--- src/rtl/pool_scheduler.sv ---
// pool_scheduler: walks a job's nonce range one pool round at a time and reports the winning core.
// Define POOL_WATCHDOG_EN to enable the WAIT-state watchdog and the sticky fault_out flag.
module pool_scheduler #(
    parameter int unsigned POOL_SIZE       = 2,
    parameter int unsigned POOL_SIZE_LOG2  = 1,
    parameter int unsigned WATCHDOG_CYCLES = 4096
) (
    input  logic                        clk_in,
    input  logic                        reset_n_in,
    input  logic                        job_load_in,
    input  logic [31:0]                 nonce_start_in,
    input  logic                        halt_in,
    input  logic                        pool_done_in,
    input  logic [POOL_SIZE-1:0]        pool_success_in,
    output logic                        pool_start_out,
    output logic                        pool_abort_out,
    output logic [31-POOL_SIZE_LOG2:0]  nonce_out,
    output logic [POOL_SIZE_LOG2-1:0]   winner_idx_out,
    output logic                        ready_out,
    output logic                        exhausted_out,
    output logic                        busy_out,
    output logic                        fault_out
);

    localparam int unsigned NW = 32 - POOL_SIZE_LOG2;

    typedef enum logic [2:0] {IDLE, START, WAIT, SUCCESS, EXHAUSTED} state_t;
    state_t state;

    logic [POOL_SIZE_LOG2-1:0] lowest_idx;
    logic                      in_flight;

    always_comb begin
        lowest_idx = '0;
        for (int unsigned i = POOL_SIZE; i > 0; i--) begin
            if (pool_success_in[i-1]) lowest_idx = POOL_SIZE_LOG2'(i - 1);
        end
    end

    assign in_flight = (state == START) || (state == WAIT);

`ifdef POOL_WATCHDOG_EN
    localparam int unsigned WD_W = $clog2(WATCHDOG_CYCLES + 1);
    logic [WD_W-1:0] wd_count;
`endif

    // Low nonce bits select the core within a round, so they never reach the round counter.
    logic unused_ok;
`ifdef POOL_WATCHDOG_EN
    assign unused_ok = ^nonce_start_in[POOL_SIZE_LOG2-1:0];
`else
    assign unused_ok = ^{nonce_start_in[POOL_SIZE_LOG2-1:0], WATCHDOG_CYCLES};
    assign fault_out = 1'b0;
`endif

    always_ff @(posedge clk_in) begin
        if (!reset_n_in) begin
            state          <= IDLE;
            pool_start_out <= 1'b0;
            pool_abort_out <= 1'b0;
            nonce_out      <= '0;
            winner_idx_out <= '0;
            ready_out      <= 1'b0;
            exhausted_out  <= 1'b0;
            busy_out       <= 1'b0;
`ifdef POOL_WATCHDOG_EN
            fault_out      <= 1'b0;
            wd_count       <= '0;
`endif
        end else begin
            pool_start_out <= 1'b0;
            pool_abort_out <= 1'b0;
            if (halt_in) begin
                pool_abort_out <= in_flight;
                ready_out      <= 1'b0;
                exhausted_out  <= 1'b0;
                busy_out       <= 1'b0;
                state          <= IDLE;
            end else if (job_load_in) begin
                // A running round is aborted first; START then issues the start pulse a cycle later.
                pool_abort_out <= in_flight;
                pool_start_out <= !in_flight;
                nonce_out      <= nonce_start_in[31:POOL_SIZE_LOG2];
                ready_out      <= 1'b0;
                exhausted_out  <= 1'b0;
                busy_out       <= 1'b1;
`ifdef POOL_WATCHDOG_EN
                fault_out      <= 1'b0;
`endif
                state          <= START;
            end else begin
                case (state)
                    START: begin
                        if (pool_start_out) begin
                            state <= WAIT;
`ifdef POOL_WATCHDOG_EN
                            wd_count <= '0;
`endif
                        end else begin
                            pool_start_out <= 1'b1;
                        end
                    end
                    WAIT: begin
                        if (pool_done_in) begin
                            if (|pool_success_in) begin
                                winner_idx_out <= lowest_idx;
                                ready_out      <= 1'b1;
                                busy_out       <= 1'b0;
                                state          <= SUCCESS;
                            end else if (&nonce_out) begin
                                exhausted_out  <= 1'b1;
                                busy_out       <= 1'b0;
                                state          <= EXHAUSTED;
                            end else begin
                                nonce_out      <= nonce_out + NW'(1);
                                pool_start_out <= 1'b1;
                                state          <= START;
                            end
                        end
`ifdef POOL_WATCHDOG_EN
                        else if (wd_count == WD_W'(WATCHDOG_CYCLES - 1)) begin
                            pool_abort_out <= 1'b1;
                            fault_out      <= 1'b1;
                            busy_out       <= 1'b0;
                            state          <= IDLE;
                        end else begin
                            wd_count <= wd_count + WD_W'(1);
                        end
`endif
                    end
                    default: ;
                endcase
            end
        end
    end

endmodule

--- config.mk ---
export PLATFORM = sky130hd
export DESIGN_NAME = pool_scheduler
export DESIGN_NICKNAME = d
export VERILOG_FILES = /design/src/rtl/pool_scheduler.sv
export SDC_FILE = /design/constraint.sdc
export NUM_CORES = 1
export LEC_CHECK = 0
export BUFFER_PORTS_ARGS = -buffer_cell sky130_fd_sc_hd__buf_2
export CORE_ASPECT_RATIO = 0.6
export CORE_MARGIN = 2
export CORE_UTILIZATION = 52
export DETAILED_ROUTE_END_ITERATION = 10
export GPL_TIMING_DRIVEN = 1
export PLACE_DENSITY = 0.86
export RECOVER_POWER = 25
export SLEW_MARGIN = 20
export SYNTH_ARGS = -nofsm -noshare
export SYNTH_HDL_FRONTEND = slang
export SYNTH_SLANG_ARGS = --single-unit
--- constraint.sdc ---
create_clock -name clk_in -period 2.9 [get_ports clk_in]
set_input_delay 0.145 -clock clk_in [delete_from_list [all_inputs] [get_ports clk_in]]
set_output_delay 0.145 -clock clk_in [all_outputs]
set_load 0.01 [all_outputs]
Word-level counts from Yosys, hierarchy flattened
Cells that the tools add are included.
{"block": "totals", "output_inout_bits": 38, "register_bits": 40, "elab_cells": 66}
{"block": "op_classes", "n_eq_ne": 8, "n_mux": 26, "bitwise_logic": 4, "reduce_logical": 18, "n_addsub": 1}
{"cell": "$mux 31", "count": 5}
{"cell": "$reduce_and 34->1", "count": 1}
{"cell": "$add 31x1->31 const B", "count": 1}
{"cell": "$reduce_and 31->1", "count": 1}
{"cell": "$mux 1", "count": 15}
{"cell": "$mux 3", "count": 4}
{"cell": "$reduce_and 3->1", "count": 4}
{"cell": "$reduce_and 5->1", "count": 2}
{"cell": "$ne 2x2->1 const B", "count": 4}
{"cell": "$ne 3x3->1 const B", "count": 2}
{"cell": "$pmux 3 s2", "count": 1}
{"cell": "$reduce_bool 2->1", "count": 3}
{"cell": "$reduce_bool 3->1", "count": 2}
{"cell": "$not 1->1", "count": 4}
{"cell": "$reduce_or 2->1", "count": 2}
{"cell": "$eq 3x1->1 const B", "count": 1}
{"cell": "$eq 3x2->1 const B", "count": 1}
{"cell": "$reduce_or 3->1", "count": 1}
{"cell": "$pmux 1 s2", "count": 1}
{"cell": "$logic_not 1->1", "count": 1}
{"cell": "$logic_or 1x1->1", "count": 1}

Longest topological paths before layout
Gate-level depths: netlist (run 1).
{"block": "depth", "word_depth": 6, "mapped_depth": 8}

Worst setup path before layout (run 1)
OpenSTA, ideal clock, no wires.
{"block": "synth_timing", "kind": "flip-flop to flip-flop", "from": "register nonce_out[24]", "to": "register nonce_out[5]", "t_arrival_ps": 2026, "period_less_slack_ps": 2146, "path_slack_ps": 754, "path_buffers": 2, "path_stages_with_launch": 8, "path_cell_list": "dfxtp_1 clkbuf_2 nand4_2 or4_1 buf_6 o31ai_4 nor4_1 a211o_1"}
{"block": "synth_between", "elab_chain_len": 3}
{"item": "from (decl)", "line": "17", "rtl": "output logic [31-POOL_SIZE_LOG2:0] nonce_out,"}
{"item": "from (signal assigned)", "line": "83", "rtl": "nonce_out <= nonce_start_in[31:POOL_SIZE_LOG2];"}
{"item": "from (signal assigned)", "line": "115", "rtl": "nonce_out <= nonce_out + NW'(1);"}
{"item": "$reduce_and 31->1", "line": "110", "rtl": "end else if (&nonce_out) begin"}
{"item": "$ne 2x2->1 (no source line)"}
{"item": "$reduce_and 5->1 (no source line)"}
Every way passes these cells.
A chain may end at the register's enable or synchronous reset.

Final worst setup path (run 1)
Ends and elaborated chain as after synthesis.

==> results of run 1 <==
## routing by layer
layer | global-route usage | up-vias | wire length [um]
met5 | 0 | - | 0
met4 | 0.0765 | 0 | 144
met3 | 0.111 | 24 | 1410
met2 | 0.423 | 254 | 3500
met1 | 0.464 | 1490 | 3740
li1 | - | 1507 | -
## area by class of cell
| class | instances | area (um^2) | area share |
|---|---|---|---|
| Clock buffer | 7 | 96.3 | 0.0302 |
| Clock inverter | 1 | 30.0 | 0.00941 |
| Inverter | 7 | 26.3 | 0.00823 |
| Multi-Input combinational cell | 279 | 1730 | 0.541 |
| Sequential cell | 40 | 801 | 0.251 |
| Tap cell | 66 | 82.6 | 0.0259 |
| Timing Repair Buffer | 85 | 429 | 0.134 |
## kinds of logic (layout without fill, tap and decap cells)
family	Yosys count	in the layout	share of synthesized area
XOR/XNOR	1	1	0.00329
adder cells (fa/ha/maj)	1	1	0.00470
multiplexers	4	4	0.0165
buffers and inverters	32	100	0.0503
other	1	1	0.00141
AO/OA/AOI/OAI	109	109	0.312
AND/OR/NAND/NOR	163	163	0.311
flip-flops	40	40	0.301
## placed cells by master, fill, tap and decap left out, drive strengths merged, types with 3 or more instances in the layout
master / count
o31ai: 3
nand4: 14
nor2: 27
nor4: 13
and3: 7
mux2: 3
or3: 3
nor3: 10
o2111ai: 5
nand2: 49
dfxtp: 40
nand3: 25
a211oi: 3
a21oi: 15
inv: 7
o311ai: 11
o21a: 3
o41ai: 4
a22o: 7
a31oi: 6
buf: 66
and4: 3
o21ai: 17
o211ai: 7
o2bb2ai: 3
a22oi: 7
clkbuf: 26
## state kept, by name, indices dropped and copies added (netlist names)
name	count
exhausted_out	1
winner_idx_out	1
nonce_out	31
ready_out	1
pool_abort_out	1
pool_start_out	1
busy_out	1
state	3
## worst max-delay path, cell delays in order, from the launching register on
cell and delay, ns:
dfxtp_1 0.52, nand4_2 0.19, or4_1 0.78, o31ai_4 0.53
nor4_1 0.11, a211o_1 0.27
## stage by stage
step	hold WS (ns)	worst slack, ns	instances
after global routing	0.0453	0.284	485
after CTS	0.0471	0.442	485
final	0.0423	0.392	485
after detailed placement	0.367	0.455	477
after global placement	0.348	0.489	477
after floorplan	0.242	0.754	351
## final timing paths
check                                   from                           to  slack (ns)  cells past startpoint
setup / recovery  nonce_out[24]$_SDFFE_PN0P_    nonce_out[5]$_SDFFE_PN0P_        0.39                      5
hold / removal            pool_success_in[0]  winner_idx_out$_SDFFE_PN0P_        0.04                      2
setup reg to reg  nonce_out[24]$_SDFFE_PN0P_    nonce_out[5]$_SDFFE_PN0P_        0.39                      5
hold reg to reg       ready_out$_SDFFE_PP0P_       ready_out$_SDFFE_PP0P_        0.47                      2
## power breakdown
group | total [mW] | switching, mW | internal [mW] | leakage (nW)
registers | 0.616 | 0.0402 | 0.575 | 0.327
logic | 0.206 | 0.121 | 0.0853 | 0.769
clock network | 0.506 | 0.202 | 0.304 | 0.0645
==> impl_metrics.json, run 1 <==
{
  "synth_edf_count": 0,
  "syn_area_mm2": 0.00266,
  "critPathMaxFanout": 9,
  "grt_use_total": 0.311,
  "fillers": 481,
  "mappedNetlistNets": 391,
  "drive_gt1_frac": 0.205,
  "rows": 20,
  "synthCells": 351,
  "grt_max_degree": 39,
  "drv_slew": 0,
  "cts_resized": 0,
  "grt_overflow": 0,
  "viasPerCell": 6.75,
  "cp.arrival_ns": 2.71,
  "p_leak_nw": 1.16,
  "finalPower_mw": 1.33,
  "synth_common_cells": "nand2_1, dfxtp_1, nor2_1",
  "routed_wirelength_um": 8790,
  "worst_ir_drop_vdd_mv": 0.233,
  "postRouteAntennaNets": 0,
  "rsz0062_at_grt": "no",
  "die_w_um": 96.4,
  "antenna_found_initial": 0,
  "ys_warn_count": 0,
  "yosys_register_bits": 40,
  "area_growth_pct": 19.9,
  "netlist_top_cells_area": "dfxtp_1, nand2_1, nand3_1",
  "synth_top_area_share": 0.301,
  "tns_ns": 0,
  "globalplace.congestion": 0.969,
  "worst_pin_slew_ns": 0.962,
  "drt_iter0_markers": 356,
  "endpoint_kind": "flop",
  "numPortBuffers": 74,
  "fin_crit_sh": 0.865,
  "fmaxAchievable_mhz": 399,
  "fin_area_mm2": 0.00319,
  "power_density_mw_per_mm2": 416,
  "postCtsSetupRepairBufs": 0,
  "async_reset_ff_frac": 0,
  "cp.required_ns": 3.10,
  "status": "complete, no violations",
  "clockBufferDepth": 2,
  "maxCapViolCount": 0,
  "seq_area_frac_synth": 0.301,
  "slew_headroom": 0.356,
  "die-area_mm2": 0.00572,
  "finClkSkew_ns": 0.00515,
  "ys.flop_type": "dfxtp_1",
  "cts_hold_buf": 0,
  "final_util": 0.638,
  "numCtsBuffers": 5,
  "hpwl_um": 6290,
  "firstDrtPassIters": 6,
  "grt_pass1_vias": 2635,
  "fp.coreArea_mm2": 0.00500,
  "min_path_type": "primary input to flop",
  "synth_top_cell_by_area": "dfxtp_1",
  "grt_pass1_wl_um": 13500,
  "clk_pin_slew_ns": 0.08,
  "root_buffer": "clkbuf_8",
  "drc": 0,
  "post_dp_cell_area_mm2": 0.00309,
  "initial_core_util": 0.532,
  "cts.sinks": 40,
  "critPathKind": "flop to flop",
  "synth_most_common_cell": "nand2_1",
  "startpoint_type": "flop",
  "ios": 77,
  "cts.htree.levels": 2,
  "finalSetupViolCount": 0,
  "syn_area_per_cell_um2": 7.58,
  "clk-insertion-delay-late_ns": 0.30,
  "cts_tree": "built",
  "synth.distinct_cells": 63,
  "die_y_um": 59.4,
  "diodes": 0,
  "hold_viol": 0,
  "vias": 3275,
  "nets": 458,
  "min_period_ns": 2.51,
  "wl_per_cell_um": 18.1
}
Power figures use the tool's default switching activity.
==> inputs of run 2 (changes only) <==
Settings changed: CTS_BUF_LIST from default to sky130_fd_sc_hd__clkbuf_16.
==> run 2 against run 1 <==
Setup slack better by 0.0088 ns. Cell area up 1.1%. First-iteration DRC count is 44% higher. Clock power increased by 22%. Total power up 8.5%. Hold slack improved by 0.024 ns. Clock-buffer cell count shrank 2. Global-route usage increased by 0.34 points. Largest power group is now the clock network.
==> impl_metrics.json, run 2 (synthesized netlist as in run 1, its figures left out) <==
{
  "numPortBuffers": 74,
  "nets": 458,
  "die_w_um": 96.4,
  "worst_ir_drop_vdd_mv": 0.216,
  "finalSetupViolCount": 0,
  "hold_viol": 0,
  "min_path_type": "primary input to flop",
  "drv_slew": 0,
  "rows": 20,
  "area_growth_pct": 21.3,
  "final_util": 0.645,
  "grt_use_total": 0.315,
  "fp.coreArea_mm2": 0.00500,
  "drc": 0,
  "grt_pass1_wl_um": 13600,
  "regMostFlops": "nonce_out",
  "cp.arrival_ns": 2.67,
  "critPathKind": "flop to flop",
  "root_buffer": "clkbuf_16",
  "drt_iter0_markers": 514,
  "clk-insertion-delay-late_ns": 0.28,
  "grt_max_degree": 39,
  "finClkSkew_ns": 0.00403,
  "wl_per_cell_um": 18.2,
  "endpoint_kind": "flop",
  "cp.required_ns": 3.07,
  "power_density_mw_per_mm2": 446,
  "finalPower_mw": 1.44,
  "final_cells": 485,
  "fillers": 468,
  "routed_wirelength_um": 8840,
  "firstDrtPassIters": 5,
  "diodes": 0,
  "drive_gt1_frac": 0.200,
  "grt_overflow": 0,
  "final_cell_mix": "buf_2, nand2_1, dfxtp_1, nor2_1, nand3_1",
  "reg.largest.list": "nonce_out (31), state (3)",
  "die_y_um": 59.4,
  "antenna_found_initial": 0,
  "viasPerCell": 6.81,
  "cts_tree": "built",
  "fmaxAchievable_mhz": 400,
  "clockBufferDepth": 2,
  "p_leak_nw": 1.18,
  "cts.htree.levels": 2,
  "vias": 3301,
  "grt_pass1_vias": 2668,
  "dp.cells": 477,
  "rsz0062_at_grt": "no",
  "globalplace.congestion": 0.969,
  "numCtsBuffers": 5,
  "min_period_ns": 2.50,
  "initial_core_util": 0.532,
  "die-area_mm2": 0.00572,
  "layout_commonest_cell": "buf_2",
  "tns_ns": 0,
  "fin_crit_sh": 0.862,
  "cts.sinks": 40,
  "largest_reg_flops": 31,
  "clk_pin_slew_ns": 0.06,
  "ios": 77,
  "hpwl_um": 6290,
  "maxCapViolCount": 0,
  "slew_headroom": 0.356,
  "postRouteAntennaNets": 0,
  "status": "complete, no violations",
  "cts_resized": 0,
  "startpoint_type": "flop",
  "critPathMaxFanout": 9,
  "worst_pin_slew_ns": 0.962,
  "cts_hold_buf": 0,
  "postCtsSetupRepairBufs": 0
}
run 2: cell types whose count changed in the layout (fill, tap and decap cells not counted):
cell,before,now
clkbuf_8,7,0
clkinv_1,0,2
clkbuf_16,0,5
run 2: layout make-up:
cell class / instances / area, um^2 / share of cell area
Multi-Input combinational cell: 279 / 1730 / 0.535
Sequential cell: 40 / 801 / 0.248
Timing Repair Buffer: 85 / 429 / 0.133
Clock buffer: 5 / 125 / 0.0388
Tap cell: 66 / 82.6 / 0.0256
Clock inverter: 3 / 37.5 / 0.0116
Inverter: 7 / 26.3 / 0.00814
run 2: where the power goes:
part | internal, mW | switching (mW)
Clock | 0.400 | 0.219
Sequential | 0.576 | 0.0400
Combinational | 0.0853 | 0.121
run 2: worst paths after layout:
kind / start / end / slack, ns / cells past startpoint
worst min-delay path: pool_success_in[0] / winner_idx_out$_SDFFE_PN0P_ / 0.07 / 2
worst max-delay path: nonce_out[24]$_SDFFE_PN0P_ / nonce_out[5]$_SDFFE_PN0P_ / 0.40 / 5
worst min register to register: exhausted_out$_SDFFE_PP0P_ / exhausted_out$_SDFFE_PP0P_ / 0.46 / 1
worst max register to register: nonce_out[24]$_SDFFE_PN0P_ / nonce_out[5]$_SDFFE_PN0P_ / 0.40 / 5
run 2: layer usage:
layer / GRT usage / routed length [um] / vias to the layer above
met5: 0 / 0 / -
met3: 0.116 / 1330 / 39
met2: 0.435 / 3530 / 259
met1: 0.461 / 3790 / 1499
li1: - / - / 1504
met4: 0.0785 / 189 / 0
run 2: through the flow:
| step | area, um^2 | hold WS [ns] | worst slack (ns) |
|---|---|---|---|
| floorplan | 2660 | 0.242 | 0.754 |
| global placement | 3090 | 0.348 | 0.489 |
| detailed placement | 3090 | 0.367 | 0.455 |
| CTS | 3250 | 0.0694 | 0.446 |
| global route | 3230 | 0.0708 | 0.286 |
| finish | 3230 | 0.0662 | 0.400 |
run 2: critical path: stages, from the launching register on:
cell,delay [ns]
dfxtp_1,0.50
nand4_2,0.19
or4_1,0.78
o31ai_4,0.53
nor4_1,0.11
a211o_1,0.27
